<file path="src/rtl/ifetch_pkg.sv">
// ifetch_pkg: shared FSM state type, opcode constants and PC width for the fetch unit
package ifetch_pkg;
    localparam int PC_W = 32;
    localparam logic [5:0] OP_NOOP = 6'b000000;
    localparam logic [5:0] OP_J = 6'b000001;
    typedef enum logic [1:0] {IDLE, FETCH, VALID, DONE} state_t;
endpackage

</file>
<file path="src/rtl/ifetch_next_pc.sv">
// ifetch_next_pc: combinational successor PC for an acknowledged instruction, jump over branch
module ifetch_next_pc
    import ifetch_pkg::*;
(
    input  logic [PC_W-1:0] instr_pc,
    input  logic [25:0]     off,
    input  logic            take_branch,
    input  logic            take_jump,
    output logic [PC_W-1:0] next_pc
);
    logic [PC_W-1:0] disp;
    always_comb begin
        disp = take_jump ? {{(PC_W-26){off[25]}}, off} :
               take_branch ? {{(PC_W-16){off[15]}}, off[15:0]} : '0;
        next_pc = instr_pc + PC_W'(1) + disp;
    end
endmodule

</file>
<file path="src/rtl/ifetch_unit.sv">
// ifetch_unit: instruction fetch FSM with IR latch and branch/jump next-PC; IFETCH_NOP_SKIP_EN skips NOOPs
module ifetch_unit
    import ifetch_pkg::*;
#(
    parameter int unsigned PROG_LENGTH = 35
) (
    input  logic            clk,
    input  logic            rst,
    output logic [PC_W-1:0] imem_pc,
    input  logic [PC_W-1:0] imem_instr,
    input  logic            fetch_req,
    input  logic            instr_ack,
    input  logic            take_branch,
    input  logic            take_jump,
    output logic [PC_W-1:0] instr,
    output logic [PC_W-1:0] instr_pc,
    output logic            instr_valid,
    output logic            done
);
    state_t state, state_n;
    logic [PC_W-1:0] pc, pc_n, ack_pc, ir, ipc;
    logic nop;

    ifetch_next_pc u_next_pc (
        .instr_pc   (ipc),
        .off        (ir[25:0]),
        .take_branch(take_branch),
        .take_jump  (take_jump),
        .next_pc    (ack_pc)
    );

`ifdef IFETCH_NOP_SKIP_EN
    assign nop = imem_instr[31:26] == OP_NOOP;
`else
    assign nop = 1'b0;
`endif

    always_comb begin
        state_n = state;
        pc_n = pc;
        case (state)
            IDLE: state_n = fetch_req ? FETCH : IDLE;
            FETCH: begin
                pc_n = nop ? pc + PC_W'(1) : pc;
                state_n = !nop ? VALID : (pc_n > PROG_LENGTH) ? DONE : FETCH;
            end
            VALID: if (instr_ack) begin
                pc_n = ack_pc;
                state_n = (ack_pc > PROG_LENGTH) ? DONE : fetch_req ? FETCH : IDLE;
            end
            default: ;
        endcase
    end

    always_ff @(posedge clk) begin
        if (rst) begin
            state <= IDLE;
            pc <= '0;
            ir <= '0;
            ipc <= '0;
        end else begin
            state <= state_n;
            pc <= pc_n;
            if (state == FETCH) begin
                ir <= imem_instr;
                ipc <= pc;
            end
        end
    end

    assign imem_pc = pc;
    assign instr = ir;
    assign instr_pc = ipc;
    assign instr_valid = state == VALID;
    assign done = state == DONE;
endmodule

</file>
<file path="config.mk">
export PLATFORM = sky130hd
export DESIGN_NAME = ifetch_unit
export DESIGN_NICKNAME = d
export VERILOG_FILES = /design/src/rtl/ifetch_pkg.sv /design/src/rtl/ifetch_next_pc.sv /design/src/rtl/ifetch_unit.sv
export SDC_FILE = /design/constraint.sdc
export NUM_CORES = 1
export LEC_CHECK = 0
export CORE_ASPECT_RATIO = 1.4
export CORE_MARGIN = 5
export CORE_UTILIZATION = 50
export CTS_CLUSTER_SIZE = 10
export DETAILED_ROUTE_END_ITERATION = 6
export PLACE_DENSITY = 0.81
export SYNTH_ARGS = -nofsm -noshare
export SYNTH_HDL_FRONTEND = slang
export SYNTH_SLANG_ARGS = --single-unit
</file>
<file path="constraint.sdc">
create_clock -name clk -period 10.13 [get_ports clk]
set_clock_uncertainty 0.2 [all_clocks]
set_input_delay 2.026 -clock clk [delete_from_list [all_inputs] [get_ports clk]]
set_output_delay 2.026 -clock clk [all_outputs]
set_load 0.005 [all_outputs]
</file>
Yosys cells after proc, flatten, opt, wreduce, memory -nomap -nowiden
Cells that the tools add are included.
{"block": "classes", "n_addsub": 2, "magnitude_cmp": 1, "n_eq_ne": 4, "mux": 6, "reduce_logical": 4}
{"op": "$mux 32", "count": 2}
{"op": "$add 32x1->32 const B", "count": 1}
{"op": "$add 32x32->32", "count": 1}
{"op": "$gt 32x6->1 const B", "count": 1}
{"op": "$pmux 2 s3", "count": 1}
{"op": "$eq 2x2->1 const B", "count": 2}
{"op": "$mux 2", "count": 2}
{"op": "$reduce_and 2->1", "count": 2}
{"op": "$reduce_bool 3->1", "count": 1}
{"op": "$eq 2x1->1 const B", "count": 1}
{"op": "$logic_not 2->1", "count": 1}
{"op": "$ne 2x2->1 const B", "count": 1}
{"op": "$mux 1", "count": 1}
{"block": "totals", "regBits": 98, "output_inout_bits": 98, "word_cells": 21}

Logic depth before layout (Yosys ltp)
{"block": "logic_depth", "ltp_word": 7, "depth_mapped": 14}

By module
From an unflattened synthesis, not the netlist that was laid out.
{"block": "hier_totals", "cells_unflattened": 681, "hier_area_um2": 5679.2}
{"mod": "ifetch_unit", "instances": 1, "cells_each": 379, "area_each_um2": 3637.2}
{"mod": "ifetch_next_pc", "instances": 1, "cells_each": 302, "area_each_um2": 2042.0}

Least setup slack after synthesis
No wires, ideal clock.
{"block": "synth_path", "path_type": "input-to-reg", "from": "input take_branch", "to": "register state[0]", "setup_time_ns": 0.131, "arrival_ns": 4.752, "setup_slack_ns": 5.047, "path_stages": 14, "path_cell_list": "nor2_1 > clkbuf_1 > nor2b_1 > ha_1 > buf_2 > nand2_1 > or3_1 > a21oi_2 > nor2_2 > xor2_1 > nand4_1 > or3b_1 > nor4_2 > a31oi_1"}
{"block": "synth_between", "elab_chain_cells": 7}
{"element": "start, declared", "line": "ifetch_unit.sv:13", "text": "input logic take_branch,"}
{"element": "$mux 32", "line": "ifetch_next_pc.sv:14", "text": "take_branch ? {{(PC_W-16){off[15]}}, off[15:0]} : '0;"}
{"element": "$mux 32", "line": "ifetch_next_pc.sv:13", "text": "disp = take_jump ? {{(PC_W-26){off[25]}}, off} :"}
{"element": "$add 32x32->32", "line": "ifetch_next_pc.sv:15", "text": "next_pc = instr_pc + PC_W'(1) + disp;"}
{"element": "$gt 32x6->1", "line": "ifetch_unit.sv:49", "text": "state_n = (ack_pc > PROG_LENGTH) ? DONE : fetch_req ? FETCH : IDLE;"}
{"element": "$mux 2", "line": "ifetch_unit.sv:49"}
{"element": "$mux 2", "line": "ifetch_unit.sv:47", "text": "VALID: if (instr_ack) begin"}
{"element": "$pmux 2 s3", "line": "ifetch_unit.sv:41", "text": "case (state)"}
{"element": "end signal, assigned", "line": "ifetch_unit.sv:62", "text": "state <= state_n;"}
{"element": "end, declared", "line": "ifetch_unit.sv:20", "text": "state_t state, state_n;"}
No other way between the ends. The select of a mux whose other input is x is not followed.
A chain may end at the register's enable or synchronous reset.

Final worst setup path
{"block": "layout_path", "from": "input take_jump", "to": "register state[1]"}
{"block": "layout_between", "elab_chain_cells": 6}
{"element": "start, declared", "line": "ifetch_unit.sv:14", "text": "input logic take_jump,"}
{"element": "$mux 32", "line": "ifetch_next_pc.sv:13"}
{"element": "$add 32x32->32", "line": "ifetch_next_pc.sv:15"}
{"element": "$gt 32x6->1", "line": "ifetch_unit.sv:49"}
{"element": "$mux 2", "line": "ifetch_unit.sv:49"}
{"element": "$mux 2", "line": "ifetch_unit.sv:47"}
{"element": "$pmux 2 s3", "line": "ifetch_unit.sv:41"}
No other way between the ends. The select of a mux whose other input is x is not followed.

==> impl_metrics.tcl <==
set metrics [dict create \
    clockBufferDepth 2 \
    synth-seq-cells 98 \
    powerDensity_nw_per_um2 120 \
    use_met1_pct 26.2 \
    relSlewSlack_pct 22.1 \
    yosysUniqueCellTypes 54 \
    p_leak_nw 2.88 \
    cts_hold_buf 0 \
    cts_buffers 9 \
    met2_usage_pct 48.8 \
    drt_iter0_markers 213 \
    avgSynthCellArea_um2 8.12 \
    place_hpwl_um 13100 \
    overflow 0 \
    critPathKind "primary input to register" \
    pin_count 136 \
    core_area_um2 10900 \
    synth_cells 691 \
    grt-busiest-layer "met2" \
    ys.flop_type "dfxtp_1" \
    hold_viol_final 0 \
    crit_arrival_ns 6.30 \
    grt_pass1_vias 5531 \
    status "finished clean" \
    timing.final.crit_period_ns 6.29 \
    post_cts.repair.setup_buffers 0 \
    antenna_found_initial 0 \
    place_area_um2 7010 \
    utilization_pct 67.2 \
    drc_errors 0 \
    synth_nets 765 \
    firstDrtPassIters 5 \
    final_cell_area_um2 7340 \
    synthTopCellsByArea "dfxtp_1 (35%), mux2i_1 (12%), ha_1 (7.8%)" \
    die_x_um 99.5 \
    nets 877 \
    whs_ns 0.273 \
    cp.required_ns 10.15 \
    synth_edf_count 0 \
    row_count 45 \
    postRouteAntennaNets 0 \
    ir_drop_mv 0.0871 \
    die_area_um2 13500 \
    regArea_um2 1960 \
    setup_violations 0 \
    die_h_um 135 \
    antenna_cells 0 \
    multi_input_area_um2 3430 \
    slew_violations 0 \
    start_util_pct 51.3 \
    routedWlPerCell_um 18.2 \
    rsz0062_at_grt "no" \
    cap_violations 0 \
    cts-root-buf "clkbuf_16" \
    post_cts_resized 0 \
    reg2reg_slack_ns 6.27 \
    place_inst 933 \
    path_clk_slew_ns 0.07 \
    netlist.top_cell.by_area "dfxtp_1" \
    numClockSinks 98 \
    synth-async-reset-ratio_pct 0 \
    clock_latency_ns 0.35 \
    gp_congestion 0.936 \
    cp_max_fo 15 \
    grt_pass1_wl_um 27300 \
    cts_tree "built" \
    vias_per_cell 5.63 \
    drive_above_1_share_pct 3.71 \
    ys_seq_area_share_pct 35.0 \
    wl_um 17300 \
    fin_crit_sh_pct 62.0 \
    grt_max_degree 100 \
    htreeDepth 3 \
    stdcell_count 949 \
    crit_path_start_kind "primary input" \
    totalNegativeSetupSlack_ns 0 \
    fmax_mhz 159 \
    synth_common_cells "nor2_1 (112), dfxtp_1 (98), a21oi_1 (77)" \
    syn-cell-area_um2 5610 \
    fillCellCount 944 \
    numPortBuffers 135 \
    synth.most_common_cell "nor2_1" \
    hold_class "register to register" \
    track_usage_pct 25.5 \
    yosys_warnings 0 \
    area_growth_pct 30.8 \
    met3_usage_pct 3.50 \
    worstMarginPinSlew_ns 1.17 \
    num_vias 5345 \
    yosysTopAreaCellShare_pct 35.0 \
    crit_path_end_kind "register" \
]
flip-flops by register name (all words and copies together), names as in the netlist:
register,count
instr,32
imem_pc,32
state,2
instr_pc,32
cell usage in the layout (no fill, tap or decap), drive strengths merged, types with 7 or more instances in the layout:
| cell | n |
|---|---|
| xnor2 | 12 |
| ha | 35 |
| a21oi | 80 |
| clkbuf | 9 |
| clkdlybuf4s50 | 134 |
| dfxtp | 98 |
| mux2i | 67 |
| a211oi | 7 |
| a21o | 12 |
| inv | 25 |
| nor2 | 113 |
| xor2 | 16 |
| o21ai | 29 |
| nor2b | 19 |
| nand2 | 70 |
through the flow:
| stage | setup slack [ns] | total power [mW] |
|---|---|---|
| after floorplan | 5.05 | 0.475 |
| after global placement | 3.72 | 0.521 |
| after detailed placement | 3.50 | 0.524 |
| after CTS | 3.85 | 0.883 |
| after global routing | 3.54 | 0.911 |
| final | 3.84 | 0.878 |
layer usage:
metal / share of wire, % / wire length (um) / vias up
li1: - / - / 2613
met1: 38 / 6550 / 2528
met2: 54 / 9350 / 146
met3: 3.1 / 533 / 58
met4: 5.1 / 878 / 0
met5: 0 / 0 / -
final cells by class:
| type | instances | share of cell area (%) |
|---|---|---|
| well taps | 141 | 2.40 |
| clock inverters | 7 | 1.33 |
| clock buffers | 9 | 3.07 |
| inverters | 22 | 1.13 |
| repair buffers | 137 | 18.6 |
| multi-input cells | 535 | 46.7 |
| flip-flops and latches | 98 | 26.7 |
path summary, 6_finish.rpt:
path / endpoint / depth (start not counted) / startpoint
max reg2reg: state[0] / 12 / instr[15]
min: imem_pc[7] / 2 / imem_pc[7]
max: state[1] / 13 / take_jump
min reg2reg: imem_pc[7] / 2 / imem_pc[7]
power by group:
part | total, mW | internal [mW] | switching [mW]
registers | 0.399 | 0.393 | 0.00630
logic | 0.116 | 0.0556 | 0.0604
clock network | 0.362 | 0.199 | 0.164
total | 0.878 | 0.647 | 0.230
worst max-delay path, stage by stage:
cell,delay [ns]
clkdlybuf4s50_1,0.65
nor2_1,0.92
nor2b_1,0.20
fa_1,0.54
a211oi_1,0.31
o21ai_2,0.18
a311oi_1,0.25
a21oi_1,0.20
a211oi_1,0.37
o21ai_1,0.11
xor2_1,0.19
nor4_1,0.23
a31oi_1,0.12
kinds of logic (layout without fill, tap and decap cells):
| logic type | after synthesis | after routing | share of synthesized area, % |
|---|---|---|---|
| AOI/OAI and AO/OA | 161 | 161 | 17.3 |
| muxes | 67 | 67 | 12.0 |
| DFF | 98 | 98 | 35.0 |
| xor gates and xnor gates | 28 | 28 | 4.37 |
| and+or+nand+nor | 243 | 243 | 19.1 |
| adders and majority gates | 36 | 36 | 8.17 |
| buffers and inverters | 58 | 175 | 4.11 |
Power figures use the tool's default switching activity.
